<file path="src/rtl/uart_rx_fifo.sv">
// Receive-side byte FIFO for a UART: first-word fall-through buffer with sticky
// overrun flag, occupancy count and RTS hysteresis flow control.
module uart_rx_fifo #(
  parameter int DATA_WIDTH = 8,
  parameter int DEPTH      = 16,
  parameter int RTS_HIGH   = 12,
  parameter int RTS_LOW    = 4
) (
  input  logic                    uart_clk,
  input  logic                    rst_n,
  input  logic [DATA_WIDTH-1:0]   in_data,
  input  logic                    in_valid,
  output logic                    in_ready,
  output logic [DATA_WIDTH-1:0]   out_data,
  output logic                    out_valid,
  input  logic                    out_ready,
  input  logic                    flush,
  input  logic                    overrun_clr,
  output logic                    overrun,
  output logic [$clog2(DEPTH):0]  level,
  output logic                    rts_n
);

  localparam int AW = $clog2(DEPTH);
  localparam int LW = AW + 1;

  typedef enum logic {
    RTS_ASSERT = 1'b0,
    RTS_HOLD   = 1'b1
  } rts_state_t;

  logic [DATA_WIDTH-1:0] r_mem [DEPTH];
  logic [AW-1:0]         r_wr_ptr;
  logic [AW-1:0]         r_rd_ptr;
  logic [LW-1:0]         r_level;
  logic                  r_overrun;
  rts_state_t            r_rts_state;

  logic                  w_wr;
  logic                  w_rd;
  logic [LW-1:0]         w_level_next;
  rts_state_t            w_rts_next;

  assign in_ready  = (r_level != LW'(DEPTH));
  assign out_valid = (r_level != '0);
  assign out_data  = r_mem[r_rd_ptr];
  assign overrun   = r_overrun;
  assign level     = r_level;
  assign rts_n     = (r_rts_state == RTS_HOLD);

  // Flush overrides both sides, so a concurrent write or pop never commits.
  assign w_wr = in_valid && in_ready && !flush;
  assign w_rd = out_valid && out_ready && !flush;

  always_comb begin
    w_level_next = r_level;
    if (flush) begin
      w_level_next = '0;
    end else if (w_wr && !w_rd) begin
      w_level_next = r_level + LW'(1);
    end else if (w_rd && !w_wr) begin
      w_level_next = r_level - LW'(1);
    end
  end

  // Hysteresis looks at the occupancy the FIFO will have after this edge.
  always_comb begin
    w_rts_next = r_rts_state;
    if (flush) begin
      w_rts_next = RTS_ASSERT;
    end else begin
      case (r_rts_state)
        RTS_ASSERT: if (w_level_next >= LW'(RTS_HIGH)) w_rts_next = RTS_HOLD;
        RTS_HOLD:   if (w_level_next <= LW'(RTS_LOW))  w_rts_next = RTS_ASSERT;
        default:    w_rts_next = RTS_ASSERT;
      endcase
    end
  end

  always_ff @(posedge uart_clk) begin
    if (w_wr) begin
      r_mem[r_wr_ptr] <= in_data;
    end
  end

  always_ff @(posedge uart_clk or negedge rst_n) begin
    if (!rst_n) begin
      r_wr_ptr    <= '0;
      r_rd_ptr    <= '0;
      r_level     <= '0;
      r_overrun   <= 1'b0;
      r_rts_state <= RTS_ASSERT;
    end else begin
      if (flush) begin
        r_wr_ptr <= '0;
        r_rd_ptr <= '0;
      end else begin
        if (w_wr) r_wr_ptr <= r_wr_ptr + AW'(1);
        if (w_rd) r_rd_ptr <= r_rd_ptr + AW'(1);
      end
      r_level     <= w_level_next;
      r_rts_state <= w_rts_next;
      // A fresh overrun beats a coincident clear so no event is lost.
      if (in_valid && !in_ready) begin
        r_overrun <= 1'b1;
      end else if (overrun_clr) begin
        r_overrun <= 1'b0;
      end
    end
  end

endmodule

</file>
<file path="config.mk">
export PLATFORM = sky130hd
export DESIGN_NAME = uart_rx_fifo
export DESIGN_NICKNAME = d
export VERILOG_FILES = /design/src/rtl/uart_rx_fifo.sv
export SDC_FILE = /design/constraint.sdc
export NUM_CORES = 1
export LEC_CHECK = 0
export ABC_AREA = 0
export BUFFER_PORTS_ARGS = -buffer_cell sky130_fd_sc_hd__buf_2
export CORE_MARGIN = 3
export CORE_UTILIZATION = 41
export DETAILED_ROUTE_END_ITERATION = 10
export PLACE_DENSITY = 0.66
export SLEW_MARGIN = 0
export SYNTH_ARGS = -nofsm -noshare
export SYNTH_HDL_FRONTEND = slang
export SYNTH_SLANG_ARGS = --single-unit
export TNS_END_PERCENT = 30
</file>
<file path="constraint.sdc">
create_clock -name uart_clk -period 4.8 [get_ports uart_clk]
set_input_delay 1.44 -clock uart_clk [delete_from_list [all_inputs] [get_ports uart_clk]]
set_output_delay 1.44 -clock uart_clk [all_outputs]
set_load 0.01 [all_outputs]
</file>
# == Word level (Yosys, flattened, before mapping) ==
# Memories as Yosys holds them, arrays and structs flattened.
# Index checks and enable logic that the tools add are counted.
# op_classes
add_sub_neg,4
n_lt_le_gt_ge,2
n_eq_ne,1
muxes,15
bitwise_logic,1
n_reduce_logical,15
# op_table
cell,n
$mux W4,4
$mux W5,3
$add A4 B1 Y4 const B,2
$logic_and A1 B1 Y1,7
$mux W1,7
$reduce_bool A2 Y1,3
$add A5 B1 Y5 const B,1
$ge A5 B4 Y1 const B,1
$le A5 B3 Y1 const B,1
$ne A5 B5 Y1 const B,1
$reduce_bool A5 Y1,1
$sub A5 B1 Y5 const B,1
$logic_not A1 Y1,4
$pmux W1 S2,1
$not A1 Y1,1
# word_totals
reg_bits,15
mem_bits_rw,128
in_bits,14
output_inout_bits,17
word_cells,44
memories,1
# memory_table
memory,words,width,read_ports,rd_clocked_by_memory_dff,write_ports,line,source
r_mem,16,8,1,0,1,32,logic [DATA_WIDTH-1:0] r_mem [DEPTH];

# == Logic depth before layout (Yosys ltp) ==
# Gate-level depths: netlist (run 1).
# logic_depth
ltp_word,12
mapped_depth,10
depth_no_buf,9

# == Worst setup path before layout (run 1) ==
# OpenSTA, ideal clock, no wires.
# synth_path
path_kind,reg-to-output
startpoint,register r_rd_ptr[0]
endpoint,output port out_data[0]
arrival_ps,1992
t_required_ps,3360
setup_slack_ps,1368
path_stages_with_launch,5
n_path_buf,2
cell_sequence,dfrtp_1 clkbuf_1 buf_2 mux4_2 mux4_2
# synth_via
elab_chain_len,1
# synth_rtl
element,line,source
from (decl),34,logic [AW-1:0] r_rd_ptr;
from (signal assigned),99,if (w_rd) r_rd_ptr <= r_rd_ptr + AW'(1);
$mem_v2 Z16 W8,-,
to (decl),14,"output logic [DATA_WIDTH-1:0] out_data,"
# Every way passes these cells.

# == Worst setup path after layout (run 1) ==
# Same ends and word-level chain as after synthesis.

==> results of run 1 <==
==> kinds of logic after synthesis <==
group / after synthesis / share of synthesized area [%]
XOR/XNOR: 9 / 1.490
buffers and inverters: 22 / 1.728
AND/OR/NAND/NOR: 62 / 4.989
adder cells (fa/ha/maj): 7 / 1.512
multiplexers: 41 / 15.72
AO/OA/AOI/OAI: 15 / 1.728
flip-flops: 143 / 72.83
==> cell usage in the layout, fill, tap and decap left out, drive strengths merged, types with 2 or more instances in the layout <==
cell,n
ha,7
o21ai,2
and2,2
xnor2,4
clkinvlp,3
nand4,3
nor3,7
a21oi,4
bufinv,5
nand2,17
edfxtp,128
buf,36
nand2b,2
inv,7
nor2,26
clkbuf,17
mux4,40
a31oi,4
dfrtp,15
clkinv,5
xor2,5
==> cell type report <==
cell class / instances / area, sq um
flip-flops and latches: 143 / 4220
clock inverters: 14 / 216.5
clock buffers: 17 / 425.4
inverters: 6 / 22.52
repair buffers: 36 / 195.2
multi-input cells: 134 / 1474
well taps: 176 / 220.2
fillers: 1059 / 6731
==> through the flow <==
stage	util (%)	power [mW]	cells	setup WS (ns)	hold WS (ns)
global route	50.16	3.528	526	0.6251	0.5644
finish	50.16	3.398	526	0.7817	0.5195
floorplan	-	1.886	299	1.368	0.5489
detailed placement	45.40	2.024	495	1.154	0.5167
global placement	45.40	2.015	495	1.196	0.5067
CTS	50.16	3.429	526	0.7104	0.5256
==> critical path, cell delays in order (launching register included) <==
cell	delay, ns
dfrtp_2	0.34
buf_4	0.54
mux4_2	0.59
mux4_2	0.51
buf_2	0.17
==> metal layers <==
layer  routed length [um]  share of wire (%)  vias to the layer above  global-route usage [%]
li1                     -                  -                     1268                       -
met1                 5031                 44                     1507                   21.24
met2                 5601                 49                       82                   23.70
met3                  676                5.9                       15                   4.374
met4                  184                1.6                        2                   5.421
met5                    7              0.061                        -                       0
==> registers in the layout (all words and copies together), names as in the netlist <==
register,cells
r_mem,128
level,5
r_rd_ptr,4
r_wr_ptr,4
overrun,1
rts_n,1
==> how the worst max path moves through the flow <==
stage	start	to	slack [ns]	cells past startpoint
floorplan	r_rd_ptr[0]	out_data[0]	1.37	4
global placement	r_rd_ptr[0]	out_data[5]	1.20	4
detailed placement	r_rd_ptr[0]	out_data[0]	1.15	4
CTS	r_rd_ptr[0]	out_data[0]	0.71	4
global route	r_rd_ptr[0]	out_data[0]	0.63	4
finish	r_rd_ptr[0]	out_data[0]	0.78	4
==> Yosys cell counts, types with 2 or more instances <==
master | instances | area, sq um
dfrtp_1 | 15 | 375.4
buf_2 | 5 | 25.02
xnor2_1 | 3 | 26.28
nor3_1 | 7 | 35.03
mux4_2 | 40 | 900.9
a31oi_1 | 4 | 25.02
nand2_1 | 16 | 60.06
buf_1 | 3 | 11.26
xor2_1 | 5 | 43.79
clkbuf_1 | 6 | 22.52
nor2_1 | 26 | 97.59
a21oi_1 | 4 | 20.02
nand4_1 | 3 | 18.77
inv_1 | 5 | 18.77
ha_1 | 7 | 87.58
nand2b_1 | 2 | 12.51
edfxtp_1 | 128 | 3844
==> power by group <==
group          switching (mW)  internal [mW]
Sequential             0.0246           1.38
Clock                   0.489          0.919
Combinational           0.286          0.297
Total                   0.799           2.60
==> impl_summary.md, run 1 <==
Detailed routing
In this run, the number of DRC markers left after iteration 0 of detailed routing was 316. The pre-antenna-repair detailed-routing pass consisted of 4 iterations. The vias per cell is 5.464. The via count is 2874.

The average wire per cell in the routed design is 21.87 um. The wire length after detailed routing is 11500 um. The post-route DRC violation count is 0. Once detail routing completed, the nets flagged for antenna violations numbered 0.

Die
The floorplan step defined a die boundary enclosing 0.01559 sq mm. In this run the standard cell core region covers 0.01351 sq mm. The die span in y is 124.9 um.

Measured along the x axis, the die boundary spans 124.9 um. The number of primary I/O pins is 31. The initial standard-cell utilization of the core is 42.89%. Row generation in the floorplan step produced 42 rows.

Synth
The sequential fraction of the synthesis area is 72.83%. The average size of a mapped cell is 19.37 sq um. The mapped netlist covers 0.005793 sq mm.

For this run, the number of Yosys warnings is 0. For this run, asynchronously set or reset flops after synthesis account for 10.49%. The dominant register cell in the synthesized netlist is edfxtp_1. The number of nets in the synthesized netlist is 320. The synthesized design contains 128 enable-type register cells. Yosys mapped the design onto 37 distinct sky130hd cell types. The number of standard cells after synthesis is 299. Synthesis inferred 143 register bits.

Power
Summed over all cells, the static leakage comes to 2.245 nW. IR analysis of the VDD net gives a maximum drop of 247.7 uV. Dividing total power by cell area gives a power density of 501.6 mW/mm^2.

Global routing
Entering global routing, the biggest net connects 36 pins. The first global-routing pass estimated 17760 um of wire. The overflow left after global routing is 0. The via count of the first global-routing pass was 2973. The number of antenna violations at the first check in global routing is 1.

Global routing used 15.40% of the available tracks across all layers.

Critical path
The length in cells of the worst reg-to-reg path is 8. The critical path required time is 3.36 ns. Of all nets on the critical path, the largest fanout is 35.

The element type at the critical path start is a flop. The capturing point of the worst reg2reg path is r_mem[8][6]. The capturing element type of the critical path is a primary output. Data on the critical path arrives at its endpoint at 2.58 ns.

The slack of the worst reg-to-reg path is 1.99 ns. The critical path in this run is classified as reg -> out. In this run the critical register-to-register path is launched from level[0].

Timing
Headroom to the max-slew limit came out at 27.69%. The setup TNS is 0 ns. Setup repair after global routing left no endpoint under its margin. Of the available clock period, the critical path in the final layout requires 83.71%. The achievable frequency is 0.2489 GHz. The final-report max-slew violation count came to 0.

For the pin with the worst max-slew slack, the measured transition is 1.081 ns. The total setup violations reported at the end of the flow is 0. The final hold violation count is 0.

The post-route minimum period is 4.018 ns. The worst setup skew after layout is 0.005368 ns.

Clock network
The total clock buffers created by CTS is 17. The H-tree level count is 4. The clock transition at the registers of the reported paths is 0.06 ns. The number of buffers between clock root and the deepest sink is 2. TritonCTS built the clock tree. The count of cells resized by post-cts repair is 0. The number of hold-repair buffers added at the cts stage is 0.

The clock tree root buffer cell is clkbuf_16. Counting every sink on the clock net gives 143. For the worst-skew pair, the clock arrives at the later sink with an insertion delay of 0.41 ns.

After clock tree synthesis, the setup repair step added 0 buffers.

Layout
The number of nets at the end of the flow is 359. After routing the design area is 0.006774 sq mm. The fraction of final layout cells sized beyond drive strength 1 is 32.29%. The post-synthesis to final-layout area growth is 16.93%. The final antenna diode count is 0.

Placement
Summing all placed instances gives a cell area of 0.006132 sq mm. At the end of routability-driven placement, the weighted congestion stood at 0.7624. Once detailed placement completed, the half-perimeter wirelength came to 6849 um. The number of buffer cells added on primary ports is 30.

Min path
The critical hold path startpoint is overrun. The min-delay analysis places its worst path in the category reg -> reg. The destination of the worst hold path is overrun. The number of cells on the worst hold path is 2.

Run
The total of max-cap violations is 0.

Status
The run finished with clean final reports.
Note: power is estimated with default switching activity, not from simulation.
==> run 2: changes to the inputs <==
--- a/config.mk
+++ b/config.mk
@@ -10,7 +10,7 @@
 export CORE_MARGIN = 3
 export CORE_UTILIZATION = 41
 export DETAILED_ROUTE_END_ITERATION = 10
-export PLACE_DENSITY = 0.66
+export PLACE_DENSITY = 0.68
 export SLEW_MARGIN = 0
 export SYNTH_ARGS = -nofsm -noshare
 export SYNTH_HDL_FRONTEND = slang
==> constraint.sdc (replaced) <==
create_clock -name uart_clk -period 3.3 [get_ports uart_clk]
set_input_delay 0.99 -clock uart_clk [delete_from_list [all_inputs] [get_ports uart_clk]]
set_output_delay 0.99 -clock uart_clk [all_outputs]
set_load 0.01 [all_outputs]
==> impl_summary.md, run 2 (synthesis gave the netlist of run 1 again) <==
Status
Status: finished, violations left (was finished, final reports clean). The final reports fail on negative setup slack.

Layout
The register bank with the most flops is r_mem (unchanged). The final antenna diode count is 0 (unchanged). The final cell count without fillers was 547 (was 526). The commonest non-fill, non-tap cell in the layout was edfxtp_1 (unchanged). The flip-flop count of the largest register, all copies and words added came to 128 (unchanged). Commonest cells after routing, fill and taps aside: 128 x edfxtp_1, 40 x mux4_2, 26 x nor2_1, 26 x buf_2 (was 128 x edfxtp_1, 40 x mux4_2, 30 x buf_2).

The number of nets at the end of the flow is 380 (was 359). The fill cell total of the finished layout is 1006 (was 1059). The post-synthesis to final-layout area growth was 21.02% (was 16.93%).

The fraction of final layout cells sized beyond drive strength 1 came to 36.12% (was 32.29%).

Power
The sequential power share is 40.7% (was 41.4%). The worst vdd rail ir drop is 497.0 uV (was 247.7 uV). The power density over cell area came to 721.8 mW/mm^2 (was 501.6 mW/mm^2). The total power is 5.060 mW (was 3.398 mW). The switching share of total power is 24.99% (was 23.53%). The combinational power share is 21.4% (was 17.2%). The part of the power in the clock network is 37.9% (was 41.4%). The net switching power is 1.264 mW (was 799.5 uW). The static leakage was 2.380 nW (was 2.245 nW).

The internal power is 3.796 mW (was 2.599 mW).

Critical path
The capturing point of the worst reg2reg path is rts_n (was r_mem[8][6]). The critical path launch point is r_rd_ptr[0] (unchanged). The end of the critical path is out_data[6] (was out_data[0]). The highest net fanout along the worst path came to 5 (was 35). The element type at the critical path start is a flop (unchanged). The critical path required time is 2.31 ns (was 3.36 ns). The slack of the worst reg-to-reg path is 0.92 ns (was 1.99 ns). The capturing element type of the critical path is a primary output (unchanged). The data arrival time of the critical path is 2.32 ns (was 2.58 ns).

The length in cells of the worst reg-to-reg path came to 8 (unchanged). The type of the setup path with the least slack is reg -> out (unchanged). The startpoint of the most critical register-to-register path is level[0] (unchanged).

Clock network
The clock transition at the registers of the reported paths came to 0.06 ns (about the same). The clock tree root buffer cell is clkbuf_16 (unchanged). The CTS tree is yes (unchanged). The number of buffers between clock root and the deepest sink came to 2 (unchanged).

The total clock buffers created by CTS is 17 (unchanged). The H-tree level count came to 4 (unchanged). The TritonCTS sink count is 143 (unchanged). The clock network latency to the later pin of the worst-skew pair was 0.41 ns (about the same).

Global routing
The global-route wire length before repair was 18130 um (was 17760 um). The overflow left after global routing was 0 (unchanged). The total routing usage reported by global routing is 15.63% (was 15.40%). The via count of the first global-routing pass was 3043 (was 2973). The maximum number of pins on one net before global-route repair is 36 (unchanged).

The number of antenna violations at the first check in global routing was 0 (was 1).

Timing
The final worst setup slack is -0.008639 ns (was 0.7817 ns). The total setup violations reported at the end of the flow is 3 (was 0). The achievable frequency is 0.3022 GHz. The worst slew margin relative to its limit is 62.39% (was 27.69%). The worst setup skew after layout is 0.006417 ns (was 0.005368 ns). For the finished layout, the period the worst path requires is 3.309 ns.

After layout, the worst path uses 100.3% of the clock period. The slew at the pin closest to its max-slew limit is 0.5641 ns (was 1.081 ns). The final hold violation count is 0 (unchanged).

The worst hold slack was 0.4831 ns (was 0.5195 ns). Unrepaired setup endpoints after global routing: yes (was no). The final-report max-slew violation count is 0 (unchanged).

Detailed routing
The post-route DRC violation count is 0 (unchanged). The average wire per cell in the routed design came to 21.80 um (was 21.87 um). The first-pass iteration count of the detailed router came to 5 (was 4). The vias per cell was 5.415 (was 5.464). The wire length after detailed routing was 11930 um (was 11500 um). The number of design-rule violations left by the first detailed-router iteration is 221 (was 316). The via count is 2962 (was 2874). The number of nets with antenna violations after detailed routing is 0 (unchanged).

Min path
The class of the worst hold path is in -> async (was reg -> reg).

Die
The die span in y is 124.9 um (unchanged). The number of primary I/O pins is 31 (unchanged). The cell row count is 42 (unchanged). The die width was 124.9 um (unchanged). The initial standard-cell utilization of the core is 42.89% (unchanged). The placeable core region is 0.01351 sq mm (unchanged). The full die area is 0.01559 sq mm (unchanged).

Run
The total of max-cap violations was 0 (unchanged).

Placement
The number of buffer cells added on primary ports is 30 (unchanged). The routability congestion estimate from global placement is 0.7922 (was 0.7624). The final HPWL from detailed placement came to 6922 um (was 6849 um). The number of placed instances with taps included came to 508 (was 495).
## run 2: changes by cell type in the layout (fill, tap and decap cells not counted), moves of 2 or more
cell	before	now
buf_4	6	19
bufinv_16	5	3
buf_2	30	26
clkbuf_16	17	19
clkinv_2	1	3
buf_6	0	6
buf_12	0	3
## run 2: layout make-up
cell class / instances / area, sq um / share of cell area [%]
Sequential cell: 143 / 4220 / 60.20
Timing Repair Buffer: 57 / 478.0 / 6.818
Multi-Input combinational cell: 134 / 1474 / 21.02
Tap cell: 176 / 220.2 / 3.141
Inverter: 6 / 22.52 / 0.3213
Clock buffer: 18 / 429.2 / 6.122
Clock inverter: 13 / 166.4 / 2.374
## run 2: timing repair
action / 4_1_cts / 5_1_grt
hold buffers: 0 / 0
setup endpoints to repair: 5 / 8
gates resized for setup: 3 / 5
buffers inserted: 0 / 4
gates cloned: 1 / 3
pin swaps: 0 / 0
## run 2: worst min path at each step
stage | startpoint | end | slack [ns] | cells after the start
detailed placement | overrun | overrun | 0.52 | 2
CTS | rst_n | overrun | 0.49 | 1
global route | rst_n | r_rd_ptr[2] | 0.50 | 1
global placement | overrun | overrun | 0.51 | 2
finish | rst_n | r_rd_ptr[2] | 0.48 | 1
floorplan | overrun | overrun | 0.55 | 2
## run 2: power groups by stage
stage,registers [mW],clock network (mW),logic (mW)
after global routing,2.07,2.02,1.17
after detailed placement,2.09,0,0.895
after CTS,2.06,1.93,0.945
after floorplan,2.09,0,0.655
final,2.06,1.92,1.08
after global placement,2.09,0,0.881
## run 2: critical path, stage by stage (launching register included)
cell       delay [ns]
dfrtp_2          0.44
buf_4            0.17
clkbuf_16        0.15
mux4_2           0.51
mux4_2           0.50
buf_6            0.14
## run 2: metal layers
| layer | routed length, um | up-vias | GRT usage [%] |
|---|---|---|---|
| met1 | 5001 | 1551 | 20.41 |
| met3 | 541 | 16 | 4.631 |
| met5 | 0 | - | 0 |
| met4 | 228 | 0 | 4.719 |
| met2 | 6154 | 89 | 25.51 |
| li1 | - | 1306 | - |
## run 2: through the flow
step	util, %	TNS [ns]	worst slack (ns)	instance area, sq um
finish	51.91	-0.02161	-0.008639	7010
global route	51.91	-0.3182	-0.06226	7010
CTS	51.02	-0.03051	-0.02900	6890
detailed placement	46.31	0	0.4135	6255
global placement	46.31	0	0.4244	6255
floorplan	-	0	0.3180	5793
